File: src/rtl/riscv_mem_arbiter.sv
// riscv_mem_arbiter: shares one fixed-latency memory macro between the
// instruction-fetch port and the data-memory port. One access at a time:
// IDLE -> BUSY (LATENCY cycles of strobes) -> RESP (one-cycle ready pulse).
// Data port wins by default. Define RISCV_ARB_ROUND_ROBIN_EN to alternate
// grants under contention instead.
module riscv_mem_arbiter #(
  parameter int DW      = 64,
  parameter int AW      = 64,
  parameter int LATENCY = 3
) (
  input  logic            clk,
  input  logic            rst,
  input  logic            if_rden,
  input  logic [AW-1:0]   if_addr,
  output logic            if_ready,
  output logic [DW-1:0]   if_rdata,
  input  logic            dm_rden,
  input  logic            dm_wren,
  input  logic [AW-1:0]   dm_addr,
  input  logic [DW-1:0]   dm_wdata,
  input  logic [DW/8-1:0] dm_be,
  output logic            dm_ready,
  output logic [DW-1:0]   dm_rdata,
  output logic            mem_rden,
  output logic            mem_wren,
  output logic [AW-1:0]   mem_addr,
  output logic [DW-1:0]   mem_wdata,
  output logic [DW/8-1:0] mem_be,
  input  logic [DW-1:0]   mem_rdata,
  output logic            arb_busy
);

  localparam int         BW       = DW / 8;
  localparam logic [3:0] LAST_CNT = 4'(LATENCY - 1);

  typedef enum logic [1:0] {
    S_IDLE,
    S_BUSY,
    S_RESP
  } state_e;

  state_e          state_q;
  logic [3:0]      cnt_q;
  logic            grant_dm_q;
  logic            wr_q;
  logic [AW-1:0]   addr_q;
  logic [DW-1:0]   wdata_q;
  logic [BW-1:0]   be_q;
  logic            mem_rden_q;
  logic            mem_wren_q;
  logic            if_ready_q;
  logic            dm_ready_q;
  logic [DW-1:0]   if_rdata_q;
  logic [DW-1:0]   dm_rdata_q;
  logic            dm_req;
  logic            any_req;
  logic            grant_dm_d;

`ifdef RISCV_ARB_ROUND_ROBIN_EN
  // Last port granted; 0 = fetch, 1 = data. Resets to fetch so data wins first.
  logic            last_dm_q;
`endif

  assign dm_req  = dm_rden | dm_wren;
  assign any_req = dm_req | if_rden;

  // Pick the winner of the current IDLE-cycle arbitration.
  // NOTE: every always_comb output gets a default first so no latch is inferred.
  always_comb begin
    grant_dm_d = 1'b0;
`ifdef RISCV_ARB_ROUND_ROBIN_EN
    grant_dm_d = dm_req & ~(if_rden & last_dm_q);
`else
    grant_dm_d = dm_req;
`endif
  end

`ifdef RISCV_ARB_ROUND_ROBIN_EN
  // Remember who won the last grant so contention alternates.
  always_ff @(posedge clk) begin
    if (rst) begin
      last_dm_q <= 1'b0;
    end else if (state_q == S_IDLE && any_req) begin
      last_dm_q <= grant_dm_d;
    end
  end
`endif

  // Arbitration FSM with registered strobes, ready pulses and read data.
  // NOTE: sequential state uses non-blocking assignments so every flop sees
  // the pre-edge values of its neighbours.
  always_ff @(posedge clk) begin
    if (rst) begin
      state_q    <= S_IDLE;
      cnt_q      <= '0;
      grant_dm_q <= 1'b0;
      wr_q       <= 1'b0;
      addr_q     <= '0;
      wdata_q    <= '0;
      be_q       <= '0;
      mem_rden_q <= 1'b0;
      mem_wren_q <= 1'b0;
      if_ready_q <= 1'b0;
      dm_ready_q <= 1'b0;
      if_rdata_q <= '0;
      dm_rdata_q <= '0;
    end else begin
      if_ready_q <= 1'b0;
      dm_ready_q <= 1'b0;
      case (state_q)
        S_IDLE: begin
          if (any_req) begin
            // Simultaneous rden/wren on the data port is performed as a write.
            grant_dm_q <= grant_dm_d;
            wr_q       <= grant_dm_d & dm_wren;
            addr_q     <= grant_dm_d ? dm_addr : if_addr;
            wdata_q    <= grant_dm_d ? dm_wdata : '0;
            be_q       <= grant_dm_d ? dm_be : '0;
            mem_rden_q <= ~(grant_dm_d & dm_wren);
            mem_wren_q <= grant_dm_d & dm_wren;
            cnt_q      <= '0;
            state_q    <= S_BUSY;
          end
        end
        S_BUSY: begin
          cnt_q <= cnt_q + 4'd1;
          if (cnt_q == LAST_CNT) begin
            if (!wr_q) begin
              if (grant_dm_q) dm_rdata_q <= mem_rdata;
              else            if_rdata_q <= mem_rdata;
            end
            mem_rden_q <= 1'b0;
            mem_wren_q <= 1'b0;
            if_ready_q <= ~grant_dm_q;
            dm_ready_q <= grant_dm_q;
            state_q    <= S_RESP;
          end
        end
        S_RESP: begin
          state_q <= S_IDLE;
        end
        default: begin
          state_q <= S_IDLE;
        end
      endcase
    end
  end

  assign mem_rden  = mem_rden_q;
  assign mem_wren  = mem_wren_q;
  assign mem_addr  = addr_q;
  assign mem_wdata = wdata_q;
  assign mem_be    = be_q;
  assign if_ready  = if_ready_q;
  assign dm_ready  = dm_ready_q;
  assign if_rdata  = if_rdata_q;
  assign dm_rdata  = dm_rdata_q;
  assign arb_busy  = (state_q == S_BUSY) || (state_q == S_RESP);

endmodule
File: config.mk
export PLATFORM = sky130hd
export DESIGN_NAME = riscv_mem_arbiter
export DESIGN_NICKNAME = d
export VERILOG_FILES = /design/src/rtl/riscv_mem_arbiter.sv
export SDC_FILE = /design/constraint.sdc
export NUM_CORES = 1
export LEC_CHECK = 0
export ABC_AREA = 1
export ABC_CLOCK_PERIOD_IN_PS = 1500
export BUFFER_PORTS_ARGS = -buffer_cell sky130_fd_sc_hd__buf_2
export CAP_MARGIN = 20
export CORE_AREA = 2 2 211 213
export CTS_CLUSTER_DIAMETER = 60
export DETAILED_ROUTE_END_ITERATION = 16
export DIE_AREA = 0 0 213 215
export GPL_TIMING_DRIVEN = 0
export HOLD_SLACK_MARGIN = 0.12
export RECOVER_POWER = 50
export SYNTH_ARGS = -nofsm -noshare
export SYNTH_HDL_FRONTEND = slang
export SYNTH_SLANG_ARGS = --single-unit
File: constraint.sdc
create_clock -name clk -period 1.5 [get_ports clk]
set_input_delay 0.15 -clock clk [delete_from_list [all_inputs] [get_ports clk]]
set_output_delay 0.15 -clock clk [all_outputs]
set_load 0.02 [all_outputs]
# Word level (Yosys, flattened, before mapping)
# Cells that the tools add are included.
[op_classes]
eq_ne = 5
n_mux = 13
n_addsub = 1
n_bitwise = 8
reduce_logical = 10
[op_table]
columns = ["cell", "count"]
rows = [
  ["two-way mux 64 bit", 2],
  ["two-way mux 8 bit", 1],
  ["case mux 4 bit (2 select lines)", 1],
  ["AND reduction 4 bit", 2],
  ["AND reduction 2 bit", 3],
  ["inverter 1 bit", 5],
  ["adder 4 x 1 -> 4 bit (second input constant)", 1],
  ["== test 4 x 2 -> 1 bit (second input constant)", 1],
  ["two-way mux 2 bit", 2],
  ["two-way mux 4 bit", 1],
  ["inequality test 2 bit (second input constant)", 2],
  ["case mux 1 bit (2 select lines)", 2],
  ["case mux 2 bit (2 select lines)", 1],
  ["two-way mux 1 bit", 3],
  ["AND reduction 3 bit", 1],
  ["OR reduction 3 bit", 1],
  ["== test 2 x 1 -> 1 bit (second input constant)", 1],
  ["== test 2 bit (second input constant)", 1],
  ["zero test 2 bit", 1],
  ["OR 1 bit", 2],
  ["nonzero test 2 bit", 1],
  ["bitwise AND 1 bit", 1],
  ["logical OR 1 bit", 1],
]
[word_totals]
input_bits = 269
out_inout_bits = 269
elab_cells = 50
regBits = 276

# Logic depth before layout (Yosys ltp)
[logic_depth]
depth_word = 5
mapped_depth = 9
ltp_nobuf = 8

# Worst setup path before layout
# OpenSTA, ideal clock, no wires.
[synth_timing]
path_type = "register to register"
start = "register state_q[1]"
end = "register if_rdata_q[10], in the netlist if_rdata[10]"
required_ps = 1384
arrival_ps = 1398
synth_period_minus_slack_ps = 1513
path_slack_ps = -13
n_path_buf = 2
stages_incl_launch_ff = 10
setup_time_ps = 116
cell_sequence = "dfxtp_1 > inv_1 > ha_1 > inv_1 > nor2_1 > nand3_1 > buf_2 > clkbuf_2 > o21ai_0 > nor2_1"
[synth_between]
elab_chain_len = 2
[synth_lines]
columns = ["element", "line_no", "text"]
rows = [
  ["start, declared", "42", "state_e state_q;"],
  ["start signal, assigned", "94", "state_q <= S_IDLE;"],
  ["start signal, assigned", "122", "state_q <= S_BUSY;"],
  ["start signal, assigned", "136", "state_q <= S_RESP;"],
  ["== test 2 x 1 -> 1 bit", "110", "case (state_q)"],
  ["AND reduction 4 bit (no line)", "-", ""],
  ["end signal, assigned", "130", "else if_rdata_q <= mem_rdata;"],
  ["end, declared", "53", "logic [DW-1:0] if_rdata_q;"],
]
# Every way passes these cells.
# A chain may end at the register's enable or synchronous reset.

# Final worst setup path
[layout_timing]
start = "register state_q[1]"
end = "register wdata_q[14], in the netlist mem_wdata[14]"
[layout_between]
elab_chain_len = 2
[layout_lines]
columns = ["element", "line_no", "text"]
rows = [
  ["zero test 2 bit", "110", ""],
  ["AND reduction 2 bit (no line)", "-", ""],
  ["end signal, assigned", "117", "wdata_q <= grant_dm_d ? dm_wdata : '0;"],
  ["end, declared", "47", "logic [DW-1:0] wdata_q;"],
]
# Every way passes these cells.

==> results.md <==
- The flow ran to the end, but the final reports show violations.
- The checks that failed: setup timing.
- The count of unresolved DRC violations after routing is 0.
- The routed layout has 13500 vias.
- Clock tree synthesis inserted a total of 34 buffers.
- The critical path launch point type is a register.
- Clock-pin slew was measured on the worst setup and hold paths at 0.06 ns.
- The share of synthesized area in the top cell type comes to 0.531.
- The number of hold violations in the final report is 0.
- By area, the combinational part of the netlist is dominated by simple AND/OR/NAND/NOR gates.
- The achievable clock frequency is 598 MHz.
- Entering global routing, the biggest net connects 13 pins.
- The simple-gate area share of the yosys netlist is 0.279.
- The setup violation total in the final timing report is 254.
- The total I/O pin count is 538.
- The total overflow left after global routing is 0.
- The worst setup path is of the register to register kind.
- Measured against the total synthesized area, the mux share comes to 0.
- The count of routing violations after the opening detailed-route iteration is 749.
- STA classifies the critical path endpoint as a register.
- The xor and xnor fraction of the mapped netlist area is 0.
- The overall die area is 0.0458 mm^2.
- The layout cell share with drive strength beyond 1 is 0.364.
- The number of cells produced by synthesis is 1437.
- Counting along the longest clock path gives a buffer depth of 3.
- The first global-routing pass estimated 73.2 mm of wire.
- The wire length after detailed routing is 51.1 mm.
- For the pin with the worst max-slew slack, the measured transition is 0.798 ns.
- Overall power consumption after layout is estimated at 29.8 mW.
- Summed over all nets, the half-perimeter wirelength after detailed placement is 32.2 mm.
- Setup repair after global routing could not meet its margin everywhere.
- Power spread over the standard cell area amounts to 1450 mW/mm^2.
- After the last flow step, the layout net total stands at 2603.
- The area of the core is 0.0436 mm^2.
- The count of warnings emitted by yosys is 0.
- The net count after synthesis is 1712.
- The worst-path maximum fanout is 7.
- From left edge to right edge, the die measures 213 um.
- The worst hold path belongs to the class primary input to register.
- The average instance in the mapped netlist occupies 7.24 um^2.
- The number of global-route vias before repair is 13700.
- From synthesis to final layout, the design area changed by 97.2%.
- By area the synthesized netlist is led by sky130_fd_sc_hd__dfxtp_1, sky130_fd_sc_hd__nor2_1, sky130_fd_sc_hd__nand2_1, sky130_fd_sc_hd__o21ai_0, sky130_fd_sc_hd__a21oi_1.
- The count of buffers added on input and output ports is 537.
- The number of antenna-violating nets in the routed design is 0.
- The number of register bits inferred by synthesis is 276.
- The share of the synthesized area in compound gates (AO/OA/AOI/OAI) is 0.133.
- Summing every instance area after synthesis gives 0.0104 mm^2.
- The placer's final routability congestion estimate is 0.977.
- Data on the critical path arrives at its endpoint at 2.06 ns.
- After floorplanning, the core was divided into 77 placement rows.
- The count of filler cells inserted in the layout is 4084.
- The max-slew violation total from the final report is 0.
- TritonCTS built the clock tree.
- The number of max-cap violations is 0.
- The worst path in the final design needs a cycle of 1.67 ns, including I/O delays and setup.
- The floorplan step set the die height to 215 um.
- The final critical-path setup slack is -0.173 ns.
- The share of the core filled with cells in the final layout is 0.470.
- The total number of clock tree sinks is 276.
- Dividing the detail-routed wire length by the instance count gives 17.3 um.
- The share of the Yosys chip area taken by registers is 0.531.
- Clock latency on the worst-skew pair, taken at its later pin, is 0.53 ns.
- The data required time of the critical path is 1.88 ns.
- For this configuration, the core starts out at a cell density of 0.238.
- The headroom to the max-slew limit is 0.468.
- The arithmetic-cell share of the synthesized area counting full adders, half adders and majority gates is 0.00722.
- In this run the clock root is driven by a sky130_fd_sc_hd__clkbuf_16.
- The final setup skew is 0.0152 ns.
- The detail-routed via count per cell is 4.60.
- The static leakage power is 9.19 nW.
- Across every metal layer, demand over resource in global routing totals 0.205.
- In the finished design, the share of the clock period the worst path needs comes to 1.12.
- The synthesized design spends more area on one cell type than any other, namely sky130_fd_sc_hd__dfxtp_1.
- The number of antenna violations at the first check in global routing is 1.
- CTS built an H-tree with a depth of 2.
- The number of library cell types mapped by synthesis is 20.
- The number of search-and-repair iterations in the first detailed-routing pass is 8.
- Across the VDD grid, the largest voltage drop is 0.00111 V.
==> registers in the layout, indices dropped and copies added (netlist names) <==
signal	count
cnt_q	4
dm_rdata	64
dm_ready	1
grant_dm_q	1
if_rdata	64
if_ready	1
mem_addr	64
mem_be	8
mem_rden	1
mem_wdata	64
mem_wren	1
state_q	2
wr_q	1
==> power breakdown <==
| part | switching [mW] | total (mW) | leakage, nW | internal, mW |
|---|---|---|---|---|
| logic | 6.90 | 12.1 | 6.38 | 5.23 |
| registers | 0.755 | 9.26 | 2.26 | 8.51 |
| clock network | 3.27 | 8.36 | 0.559 | 5.09 |
==> worst paths after layout <==
check | startpoint | to | slack, ns | depth (start not counted)
max reg2reg | state_q[1] | mem_wdata[14] | -0.17 | 11
min | rst | grant_dm_q | 0.20 | 3
max | state_q[1] | mem_wdata[14] | -0.17 | 11
min reg2reg | mem_wdata[23] | mem_wdata[23] | 0.46 | 2
==> Yosys cell counts <==
cell type                  instances
sky130_fd_sc_hd__nor2_2            2
sky130_fd_sc_hd__buf_2            45
sky130_fd_sc_hd__clkbuf_2         12
sky130_fd_sc_hd__a21oi_1          82
sky130_fd_sc_hd__nor2_4            1
sky130_fd_sc_hd__nor3b_1           1
sky130_fd_sc_hd__clkbuf_1         39
sky130_fd_sc_hd__nor3_1            1
sky130_fd_sc_hd__ha_1              6
sky130_fd_sc_hd__nand2_1         358
sky130_fd_sc_hd__dfxtp_1         276
sky130_fd_sc_hd__inv_2             5
sky130_fd_sc_hd__a21oi_2           1
sky130_fd_sc_hd__nand4_1           2
sky130_fd_sc_hd__nand3_1           8
sky130_fd_sc_hd__nand3b_1          2
sky130_fd_sc_hd__o21ai_0         193
sky130_fd_sc_hd__nor2_1          389
sky130_fd_sc_hd__inv_1            12
sky130_fd_sc_hd__buf_4             2
==> metrics by stage <==
stage	cells	setup TNS, ns	cell area (um^2)	hold WS (ns)	setup WS, ns
final	2944	-22.39	20500	0.196	-0.173
after global routing	2944	-44.23	20500	0.265	-0.268
after CTS	2926	-10.26	19300	0.174	-0.157
after detailed placement	2566	-130.34	13800	0.410	-1.09
after global placement	2566	-114.26	13800	0.405	-0.985
after floorplan	1437	0	10400	0.290	0.0169
==> repair_timing <==
action | in CTS | in global routing
setup endpoints to repair | 270 | 269
pin swaps | 10 | 31
gates resized for setup | 430 | 291
hold buffers | 265 | 0
gates cloned | 17 | 14
setup buffers | 20 | 4
endpoints found under the hold margin | 267 | 0
==> per-layer routing <==
| layer | vias up | wire length (um) | track usage |
|---|---|---|---|
| met4 | 0 | 3220 | 0.134 |
| met2 | 677 | 25200 | 0.360 |
| li1 | 6385 | - | - |
| met3 | 221 | 4050 | 0.0628 |
| met1 | 6260 | 18700 | 0.208 |
| met5 | - | 0 | 0 |
==> kinds of logic (layout without fill, tap and decap cells) <==
| family | Yosys count | count (layout) |
|---|---|---|
| buffers and inverters | 115 | 1029 |
| AND/OR/NAND/NOR | 764 | 764 |
| flip-flops | 276 | 276 |
| AO/OA/AOI/OAI | 276 | 276 |
| adder cells (fa/ha/maj) | 6 | 6 |
| other | 0 | 1 |
==> critical path: stages (launching register included) <==
cell                        delay [ns]
sky130_fd_sc_hd__dfxtp_2          0.33
sky130_fd_sc_hd__inv_4            0.08
sky130_fd_sc_hd__buf_12           0.10
sky130_fd_sc_hd__ha_4             0.14
sky130_fd_sc_hd__inv_4            0.05
sky130_fd_sc_hd__a21oi_4          0.14
sky130_fd_sc_hd__buf_6            0.14
sky130_fd_sc_hd__clkinv_8         0.08
sky130_fd_sc_hd__buf_16           0.17
sky130_fd_sc_hd__clkbuf_16        0.16
sky130_fd_sc_hd__nand2_1          0.07
sky130_fd_sc_hd__a21oi_1          0.07
==> placed cells by master (no fill, tap or decap), types with 5 or more instances in the layout <==
cell / Yosys / layout
sky130_fd_sc_hd__clkbuf_16: 0 / 70
sky130_fd_sc_hd__a21oi_1: 82 / 55
sky130_fd_sc_hd__nand2_1: 358 / 329
sky130_fd_sc_hd__o21ai_2: 0 / 107
sky130_fd_sc_hd__buf_4: 2 / 20
sky130_fd_sc_hd__o21ai_0: 193 / 40
sky130_fd_sc_hd__o21ai_4: 0 / 14
sky130_fd_sc_hd__o21ai_1: 0 / 32
sky130_fd_sc_hd__buf_12: 0 / 22
sky130_fd_sc_hd__dfxtp_1: 276 / 272
sky130_fd_sc_hd__nor2_4: 1 / 53
sky130_fd_sc_hd__inv_1: 12 / 7
sky130_fd_sc_hd__buf_6: 0 / 8
sky130_fd_sc_hd__buf_16: 0 / 5
sky130_fd_sc_hd__dlygate4sd3_1: 0 / 265
sky130_fd_sc_hd__nor2_1: 389 / 309
sky130_fd_sc_hd__nor2_2: 2 / 30
sky130_fd_sc_hd__clkbuf_1: 39 / 170
sky130_fd_sc_hd__nand2_4: 0 / 24
sky130_fd_sc_hd__buf_8: 0 / 12
sky130_fd_sc_hd__nand3_1: 8 / 7
sky130_fd_sc_hd__nand2_2: 0 / 5
sky130_fd_sc_hd__clkbuf_8: 0 / 8
sky130_fd_sc_hd__buf_2: 45 / 410
sky130_fd_sc_hd__clkbuf_2: 12 / 10
sky130_fd_sc_hd__a21oi_2: 1 / 26
==> final cells by class <==
cell class,instances,area [um^2],share of cell area
Timing Repair Buffer,857,6190,0.302
Multi-Input combinational cell,1046,5750,0.280
Sequential cell,276,5540,0.270
Buffer,96,1060,0.0516
Clock buffer,49,1020,0.0498
Tap cell,592,741,0.0361
Clock inverter,10,116,0.00567
Inverter,17,108,0.00524
Antenna cell,1,2.50,0.000122
(Power assumes the default switching activity.)
